[config.mk]
export PLATFORM = sky130hd
export DESIGN_NAME = truth_table_sweeper_flat
export DESIGN_NICKNAME = d
export VERILOG_FILES = /design/src/rtl/truth_table_sweeper_if.sv /design/src/rtl/truth_table_sweeper.sv /design/src/flat_wrapper.sv
export SDC_FILE = /design/constraint.sdc
export NUM_CORES = 1
export LEC_CHECK = 0
export ABC_AREA = 1
export BUFFER_PORTS_ARGS = -buffer_cell sky130_fd_sc_hd__buf_2
export CORE_ASPECT_RATIO = 0.8
export CORE_MARGIN = 1
export CORE_UTILIZATION = 45
export CTS_CLUSTER_DIAMETER = 120
export DETAILED_ROUTE_END_ITERATION = 8
export HOLD_SLACK_MARGIN = 0.02
export PLACE_DENSITY = 0.7
export REMOVE_ABC_BUFFERS = 1
export SETUP_SLACK_MARGIN = 0.2
export SLEW_MARGIN = 20
export SYNTH_ARGS = -nofsm -noshare
export SYNTH_HDL_FRONTEND = slang
export SYNTH_SLANG_ARGS = --single-unit
export TNS_END_PERCENT = 5
[constraint.sdc]
create_clock -name clk -period 3.2 [get_ports clk]
set_clock_uncertainty 0.15 [all_clocks]
set_input_delay 0.48 -clock clk [delete_from_list [all_inputs] [get_ports clk]]
set_output_delay 0.48 -clock clk [all_outputs]
set_load 0.005 [all_outputs]
[src/rtl/truth_table_sweeper_if.sv]
`default_nettype none
// ============================================================================
// Module      : truth_table_sweeper_if
// Description : Stimulus/result bundle between the truth-table sweeper and its
//               control, function-under-test and display neighbours.
// Revision    : 1.0 - initial release
// ============================================================================
interface truth_table_sweeper_if #(
    parameter int N_IN = 3
);
    logic                   start;
    logic                   abort;
    logic                   f_in;
    logic [N_IN-1:0]        abc;
    logic [N_IN-1:0]        idx;
    logic                   busy;
    logic                   done;
    logic [(1<<N_IN)-1:0]   tt_out;
    logic                   tt_valid;

    // master is the sweeper itself; slave is everything around it
    modport master (
        input  start, abort, f_in,
        output abc, idx, busy, done, tt_out, tt_valid
    );

    modport slave (
        output start, abort, f_in,
        input  abc, idx, busy, done, tt_out, tt_valid
    );
endinterface
`default_nettype wire

[src/rtl/truth_table_sweeper.sv]
`default_nettype none
// ============================================================================
// Module      : truth_table_sweeper
// Description : Walks every input combination of a small Boolean function,
//               samples its output and assembles a truth-table vector.
// Revision    : 1.0 - initial release
// ============================================================================
module truth_table_sweeper #(
    parameter int N_IN  = 3,
    parameter int DWELL = 4
) (
    input  wire                         clk,
    input  wire                         rst_n,
    truth_table_sweeper_if.master       bus
);
    localparam int c_N_COMB = 1 << N_IN;
    localparam int c_CNT_W  = (DWELL > 1) ? $clog2(DWELL) : 1;
    localparam logic [N_IN-1:0]    c_LAST       = {N_IN{1'b1}};
    localparam logic [c_CNT_W-1:0] c_DWELL_LAST = c_CNT_W'(DWELL - 1);

    typedef enum logic [1:0] {
        S_IDLE  = 2'd0,
        S_DRIVE = 2'd1,
        S_DONE  = 2'd2
    } state_t;

    state_t                 r_state;
    logic [N_IN-1:0]        r_abc;
    logic [N_IN-1:0]        r_idx;
    logic                   r_busy;
    logic                   r_done;
    logic [c_N_COMB-1:0]    r_shadow;
    logic [c_N_COMB-1:0]    r_tt_out;
    logic                   r_tt_valid;
    logic [c_CNT_W-1:0]     r_dwell_cnt;

    logic [c_N_COMB-1:0]    w_shadow_next;
    logic                   w_sample;
    logic                   w_last;

    // Shadow with the current sample merged in, so the final sample reaches
    // tt_out on the same edge that enters DONE.
    always_comb begin
        w_shadow_next        = r_shadow;
        w_shadow_next[r_idx] = bus.f_in;
    end

    assign w_sample = (r_dwell_cnt == c_DWELL_LAST);
    assign w_last   = (r_idx == c_LAST);

    always_ff @(posedge clk) begin
        if (!rst_n) begin
            r_state     <= S_IDLE;
            r_abc       <= '0;
            r_idx       <= '0;
            r_busy      <= 1'b0;
            r_done      <= 1'b0;
            r_shadow    <= '0;
            r_tt_out    <= '0;
            r_tt_valid  <= 1'b0;
            r_dwell_cnt <= '0;
        end else begin
            case (r_state)
                S_IDLE: begin
                    r_done <= 1'b0;
                    r_busy <= 1'b0;
                    r_abc  <= '0;
                    if (bus.start) begin
                        r_state     <= S_DRIVE;
                        r_busy      <= 1'b1;
                        r_idx       <= '0;
                        r_dwell_cnt <= '0;
                        r_shadow    <= '0;
                        r_tt_valid  <= 1'b0;
                    end
                end

                S_DRIVE: begin
                    // abort wins over the final sample, leaving tt_out untouched
                    if (bus.abort) begin
                        r_state <= S_IDLE;
                        r_busy  <= 1'b0;
                        r_abc   <= '0;
                    end else if (w_sample) begin
                        r_shadow    <= w_shadow_next;
                        r_dwell_cnt <= '0;
                        if (w_last) begin
                            r_state    <= S_DONE;
                            r_busy     <= 1'b0;
                            r_done     <= 1'b1;
                            r_abc      <= '0;
                            r_tt_out   <= w_shadow_next;
                            r_tt_valid <= 1'b1;
                        end else begin
                            r_idx <= r_idx + 1'b1;
                            r_abc <= r_idx + 1'b1;
                        end
                    end else begin
                        r_dwell_cnt <= r_dwell_cnt + 1'b1;
                    end
                end

                S_DONE: begin
                    r_done  <= 1'b0;
                    r_state <= S_IDLE;
                end

                default: begin
                    r_state <= S_IDLE;
                    r_busy  <= 1'b0;
                    r_done  <= 1'b0;
                    r_abc   <= '0;
                end
            endcase
        end
    end

    assign bus.abc      = r_abc;
    assign bus.idx      = r_idx;
    assign bus.busy     = r_busy;
    assign bus.done     = r_done;
    assign bus.tt_out   = r_tt_out;
    assign bus.tt_valid = r_tt_valid;

endmodule
`default_nettype wire
[src/flat_wrapper.sv]
// flat-port wrapper written by rule: the top's interface ports become plain ports
module truth_table_sweeper_flat 
#(
    parameter int N_IN  = 3,
    parameter int DWELL = 4
)
  (clk, rst_n, bus_start, bus_abort, bus_f_in, bus_abc, bus_idx, bus_busy, bus_done, bus_tt_out, bus_tt_valid);
  truth_table_sweeper_if #(.N_IN(N_IN)) bus_i ();
  input  wire clk;
  input  wire rst_n;
  input wire logic [$bits(bus_i.start)-1:0] bus_start;
  input wire logic [$bits(bus_i.abort)-1:0] bus_abort;
  input wire logic [$bits(bus_i.f_in)-1:0] bus_f_in;
  output wire logic [$bits(bus_i.abc)-1:0] bus_abc;
  output wire logic [$bits(bus_i.idx)-1:0] bus_idx;
  output wire logic [$bits(bus_i.busy)-1:0] bus_busy;
  output wire logic [$bits(bus_i.done)-1:0] bus_done;
  output wire logic [$bits(bus_i.tt_out)-1:0] bus_tt_out;
  output wire logic [$bits(bus_i.tt_valid)-1:0] bus_tt_valid;
  assign bus_i.start = bus_start;
  assign bus_i.abort = bus_abort;
  assign bus_i.f_in = bus_f_in;
  assign bus_abc = bus_i.abc;
  assign bus_idx = bus_i.idx;
  assign bus_busy = bus_i.busy;
  assign bus_done = bus_i.done;
  assign bus_tt_out = bus_i.tt_out;
  assign bus_tt_valid = bus_i.tt_valid;
  truth_table_sweeper #(.N_IN(N_IN), .DWELL(DWELL)) u_core (.clk(clk), .rst_n(rst_n), .bus(bus_i));
endmodule
-- Word-level counts from Yosys, hierarchy flattened
Index checks and enable logic that the tools add are counted.
- flip-flop bits (word level): 29
- output and inout bits: 17
- add/sub/neg operators: 2
- $lt $le $gt $ge: 2
- equality and inequality tests: 11
- mux-type cells: 35
- bitwise gates (word level): 2
- reduce and logical (&&, ||, !) cells: 13
- operators with widths (cell ; count):
    $mux W8 ; 3
    $mux W3 ; 7
    $pmux W8 S2 ; 1
    $mux W2 ; 7
    $pmux W3 S2 ; 2
    $reduce_and A3 Y1 ; 4
    $reduce_and A5 Y1 ; 2
    $mux W1 ; 9
    $bwmux W8 ; 1
    $pmux W2 S2 ; 2
    $reduce_and A4 Y1 ; 2
    $ne A2 B2 Y1 const B ; 3
    $ne A3 B2 Y1 const B ; 2
    $eq A2 B2 Y1 const B ; 2
    $lt A3 B4 Y1 const B ; 1
    $ne A2 B1 Y1 const B ; 2
    $reduce_and A2 Y1 ; 2
    $add A3 B1 Y3 const B ; 1
    $demux W1 S3 ; 1
    $eq A3 B3 Y1 const B ; 1
    $ge A3 B1 Y1 const B ; 1
    $pmux W1 S3 ; 1
    $add A2 B1 Y2 const B ; 1
    $eq A2 B1 Y1 const B ; 1
    other kinds (5) ; 6

-- Depth between registers and ports, before layout
- depth after elaboration: 8
- mapped depth: 8
- mapped depth without buffers: 8

-- Worst setup path before layout
OpenSTA, ideal clock, no wires.
- path type: register to register
- start: reg u_core.r_idx[1], in the netlist u_core.bus.idx[1]
- end: reg u_core.r_tt_out[1], in the netlist u_core.bus.tt_out[1]
- setup time: 0.112 ns
- data arrival time: 1.253 ns
- slack: 1.685 ns
- stages on the path, launching flop included: 7
- path buffers: 1
- cell sequence: dfxtp_1 -> ha_1 -> ha_1 -> nand3_4 -> buf_6 -> nor2_2 -> nor2_2
- longest elaborated chain between the ends: 5
- elaborated cells between the ends (all ways): 8
- ends and longest elaborated chain (item ; line ; source):
    start, declared ; truth_table_sweeper.sv:29 ; logic [N_IN-1:0] r_idx;
    start signal, assigned ; truth_table_sweeper.sv:95 ; r_idx <= r_idx + 1'b1;
    $lt A3 B4 Y1 (implied by the code) or $ge A3 B1 Y1 (tied branches) ; truth_table_sweeper.sv:45 ; w_shadow_next[r_idx] = bus.f_in;
    $logic_and A1 B1 Y1 (implied by the code) ; truth_table_sweeper.sv:45 ;
    $mux W1 (implied by the code) ; truth_table_sweeper.sv:45 ;
    $demux W1 S3 ; n/a ;
    $bwmux W8 ; truth_table_sweeper.sv:45 ;
    end signal, assigned ; truth_table_sweeper.sv:92 ; r_tt_out <= w_shadow_next;
    end, declared ; truth_table_sweeper.sv:33 ; logic [c_N_COMB-1:0] r_tt_out;
Several ways; a longest one is shown, not always the timed one.
A chain may end at the register's enable or synchronous reset.

-- Worst setup path in the final report
- start: reg u_core.r_idx[0], in the netlist u_core.bus.idx[0]
- end: reg u_core.r_idx[2], in the netlist u_core.bus.idx[2]
- longest elaborated chain between the ends: 5
- elaborated cells between the ends (all ways): 8
- ends and longest elaborated chain (item ; line ; source):
    $add A3 B1 Y3 ; truth_table_sweeper.sv:95 ;
    $mux W3 ; truth_table_sweeper.sv:87 ; if (w_last) begin
    $mux W3 ; truth_table_sweeper.sv:84 ; end else if (w_sample) begin
    $mux W3 ; truth_table_sweeper.sv:80 ; if (bus.abort) begin
    $pmux W3 S2 ; truth_table_sweeper.sv:63 ; case (r_state)
Several ways; a longest one is shown, not always the timed one. The select of a mux whose other input is x is not followed.

==> results.cfg <==
[outcome]
status = completed

[timing]
min_period_ps = 1710
fin_crit_sh = 0.534
fin_setup_tns_ps = 0
worst_slew_pin_slew_ps = 490
whs_ps = 294
max_freq_ghz = 0.585
setup_viol_count_final = 0
rsz0062_at_grt = false
drv_slew = 0
maxSlewHeadroom = 0.673
finalHoldViolCount = 0

[logic_synthesis]
ys_async_sr_fraction = 0
syn_avg_cell_area_um2 = 6.85
netlist_instances = 209
yosysTopAreaCellShare = 0.406
yosys-top-cells-area = dfxtp_1, nand2_1, nor2_1
synth_ff_type = dfxtp_1
ys_seq_area_frac = 0.406
synth.distinct_cells = 23
syn_area_mm2 = 0.00143
synth_edf_count = 0
synth_top_cell_by_area = dfxtp_1
yosysMostFrequentCell = nand2_1
synth_common_cells = nand2_1, nor2_1, dfxtp_1, inv_1, nand3_1
ys_ff_latch = 29
ys_warn_count = 0

[power_and_ir_drop]
p_seq_frac = 0.488
cellInternalPower_uw = 577
pwr-share-clk = 0.439
vdd_ir_drop_max_v = 0.000377
p_leak_nw = 0.815
swShare = 0.241
switching_power_uw = 184
p_per_area_mw_per_mm2 = 458
combPwrFrac = 0.073

[floorplan]
ioPinCount = 22
die-area_mm2 = 0.00341
rows = 17
start_util = 0.495
die_h_um = 52.4
core_mm2 = 0.00289
fp.dieW_um = 65.1

[critical_path]
crit_chain = ha_1, ha_1, nor2_1, nand3_1, nand3_1, a21oi_1
worstSetupPathType = reg2reg
crit_slowest_cell = dfxtp_1
worstSetupEndpointType = flip-flop
rr_worst_depth = 6
reg2reg_to = u_core.bus.idx[2]
rrSetupSlack_ps = 1490
worstReg2RegStart = u_core.bus.idx[0]
startpoint_type = flip-flop
cp_slowest_stage_delay_ps = 400
cp_max_fo = 10
arrival_ps = 1710
crit_required_ps = 3200

[finish]
nFillCells = 314
layout-drive-gt1-share = 0.162
final_nets = 242
diodes = 0
area_growth_syn_to_layout_pct = 16.0
fin_area_mm2 = 0.00166

[clocking]
hold_buffers = 0
clock_path_buffers = 2
cts_tree = built
clkSlewWorstSetupHoldPaths_ps = 60
worstSkewPairLatency_ps = 280
cts.sinks = 29
ctsResizeCount = 0
cts_root_buf = clkbuf_8
htree_levels = 2
postCtsSetupBuffers = 0
cts-buffers-inserted = 5

[global_routing]
grt_pass1_wl_mm = 4.98
grt_max_degree = 18
antenna_found_initial = 0
track_usage = 0.201
grt_pass1_vias = 1097
grt_overflow_total = 0

[hold_path]
worstHoldStart = u_core.bus.tt_valid
hold_class = reg2reg
hold_depth = 2
holdPathEnd = u_core.bus.tt_valid

[detailed_routing]
drt-vias-per-instance = 4.99
firstDrtPassIters = 4
drt_iter0_drc = 102
via_count = 1356
drt_wl_total_mm = 2.98
drc = 0
antenna_left = 0
wl_per_cell_um = 11.0

[place]
place_area_mm2 = 0.00156
dpl.hpwl_mm = 2.08
port_buffers = 21
gp_congestion = 0.881

[run]
max-cap-violations = 0
cell families (layout without fill, tap and decap cells):
group           count (synthesis)  count (layout)  share of synthesized area
buf+inv                        26              51                     0.0752
simple gates                  126             126                      0.394
flops                          29              29                      0.406
fa+ha+maj                       4               4                     0.0350
compound gates                 24              24                     0.0900
final cells by class:
cell class	instances	area, um2	share of cell area
clock inverter	1	5.00	0.00301
timing repair buffer	21	105	0.0633
clock buffer	7	96.3	0.0580
inverter	22	82.6	0.0497
sequential	29	581	0.350
multi-input combinational	154	743	0.448
tap	38	47.5	0.0286
per-layer routing:
metal	track usage	share of wire	vias up
li1	-	-	716
met4	0.130	0.0050	0
met1	0.276	0.52	588
met5	0	0	-
met2	0.266	0.39	50
met3	0.0630	0.083	2
power groups by stage:
stage                     Clock, mW  Sequential [mW]  Combinational (mW)
final                         0.334            0.371              0.0558
after global routing          0.353            0.372              0.0632
after CTS                     0.339            0.371              0.0560
after detailed placement          0            0.379              0.0558
after global placement            0            0.379              0.0555
after floorplan                   0            0.379              0.0362
critical path, delay by kind of cell, from the launching register on:
family          cells  cell delay (ps)
simple gates        3              500
compound gates      1               60
flops               1              400
fa+ha+maj           2              460
stage by stage:
step                 util  total power, mW  worst slack (ps)  cells
CTS                 0.574            0.766              1500    272
floorplan               -            0.415              1670    205
global placement    0.539            0.435              1520    264
global route        0.574            0.788              1320    272
finish              0.574            0.761              1490    272
detailed placement  0.539            0.435              1510    264
worst max-delay path by stage:
stage / slack, ps / cells past startpoint / to / startpoint
after global placement: 1520 / 6 / u_core.bus.idx[2] / u_core.bus.idx[0]
after floorplan: 1670 / 6 / u_core.bus.idx[0] / u_core.bus.idx[0]
after CTS: 1500 / 6 / u_core.bus.idx[2] / u_core.bus.idx[0]
final: 1490 / 6 / u_core.bus.idx[2] / u_core.bus.idx[0]
after detailed placement: 1510 / 6 / u_core.bus.idx[2] / u_core.bus.idx[0]
after global routing: 1320 / 6 / u_core.bus.idx[0] / u_core.bus.idx[0]
state kept, by name (all words and copies together) (netlist names):
name / flops
u_core.bus.tt_out: 8
u_core.r_shadow: 8
u_core.bus.abc: 3
u_core.bus.idx: 3
u_core.r_dwell_cnt: 2
u_core.r_state: 2
u_core.bus.busy: 1
u_core.bus.done: 1
u_core.bus.tt_valid: 1
placed cells by master, fill, tap and decap left out:
cell type	synthesis	routed
nor2_1	30	30
nor3_1	2	2
inv_1	21	21
nor2_8	1	1
nand2_1	63	63
nand4_1	4	4
inv_2	1	1
nand3b_1	1	1
clkinv_2	0	1
dfxtp_1	29	29
o21a_1	1	1
buf_2	2	21
o21ai_0	6	6
nand3_1	19	19
nand2_2	1	1
ha_1	4	4
a21oi_1	16	16
a21boi_2	1	1
nand3_2	1	1
clkbuf_8	0	7
nand3_4	1	1
nor2_2	2	2
nand2_4	1	1
Note: power is estimated with default switching activity, not from simulation.
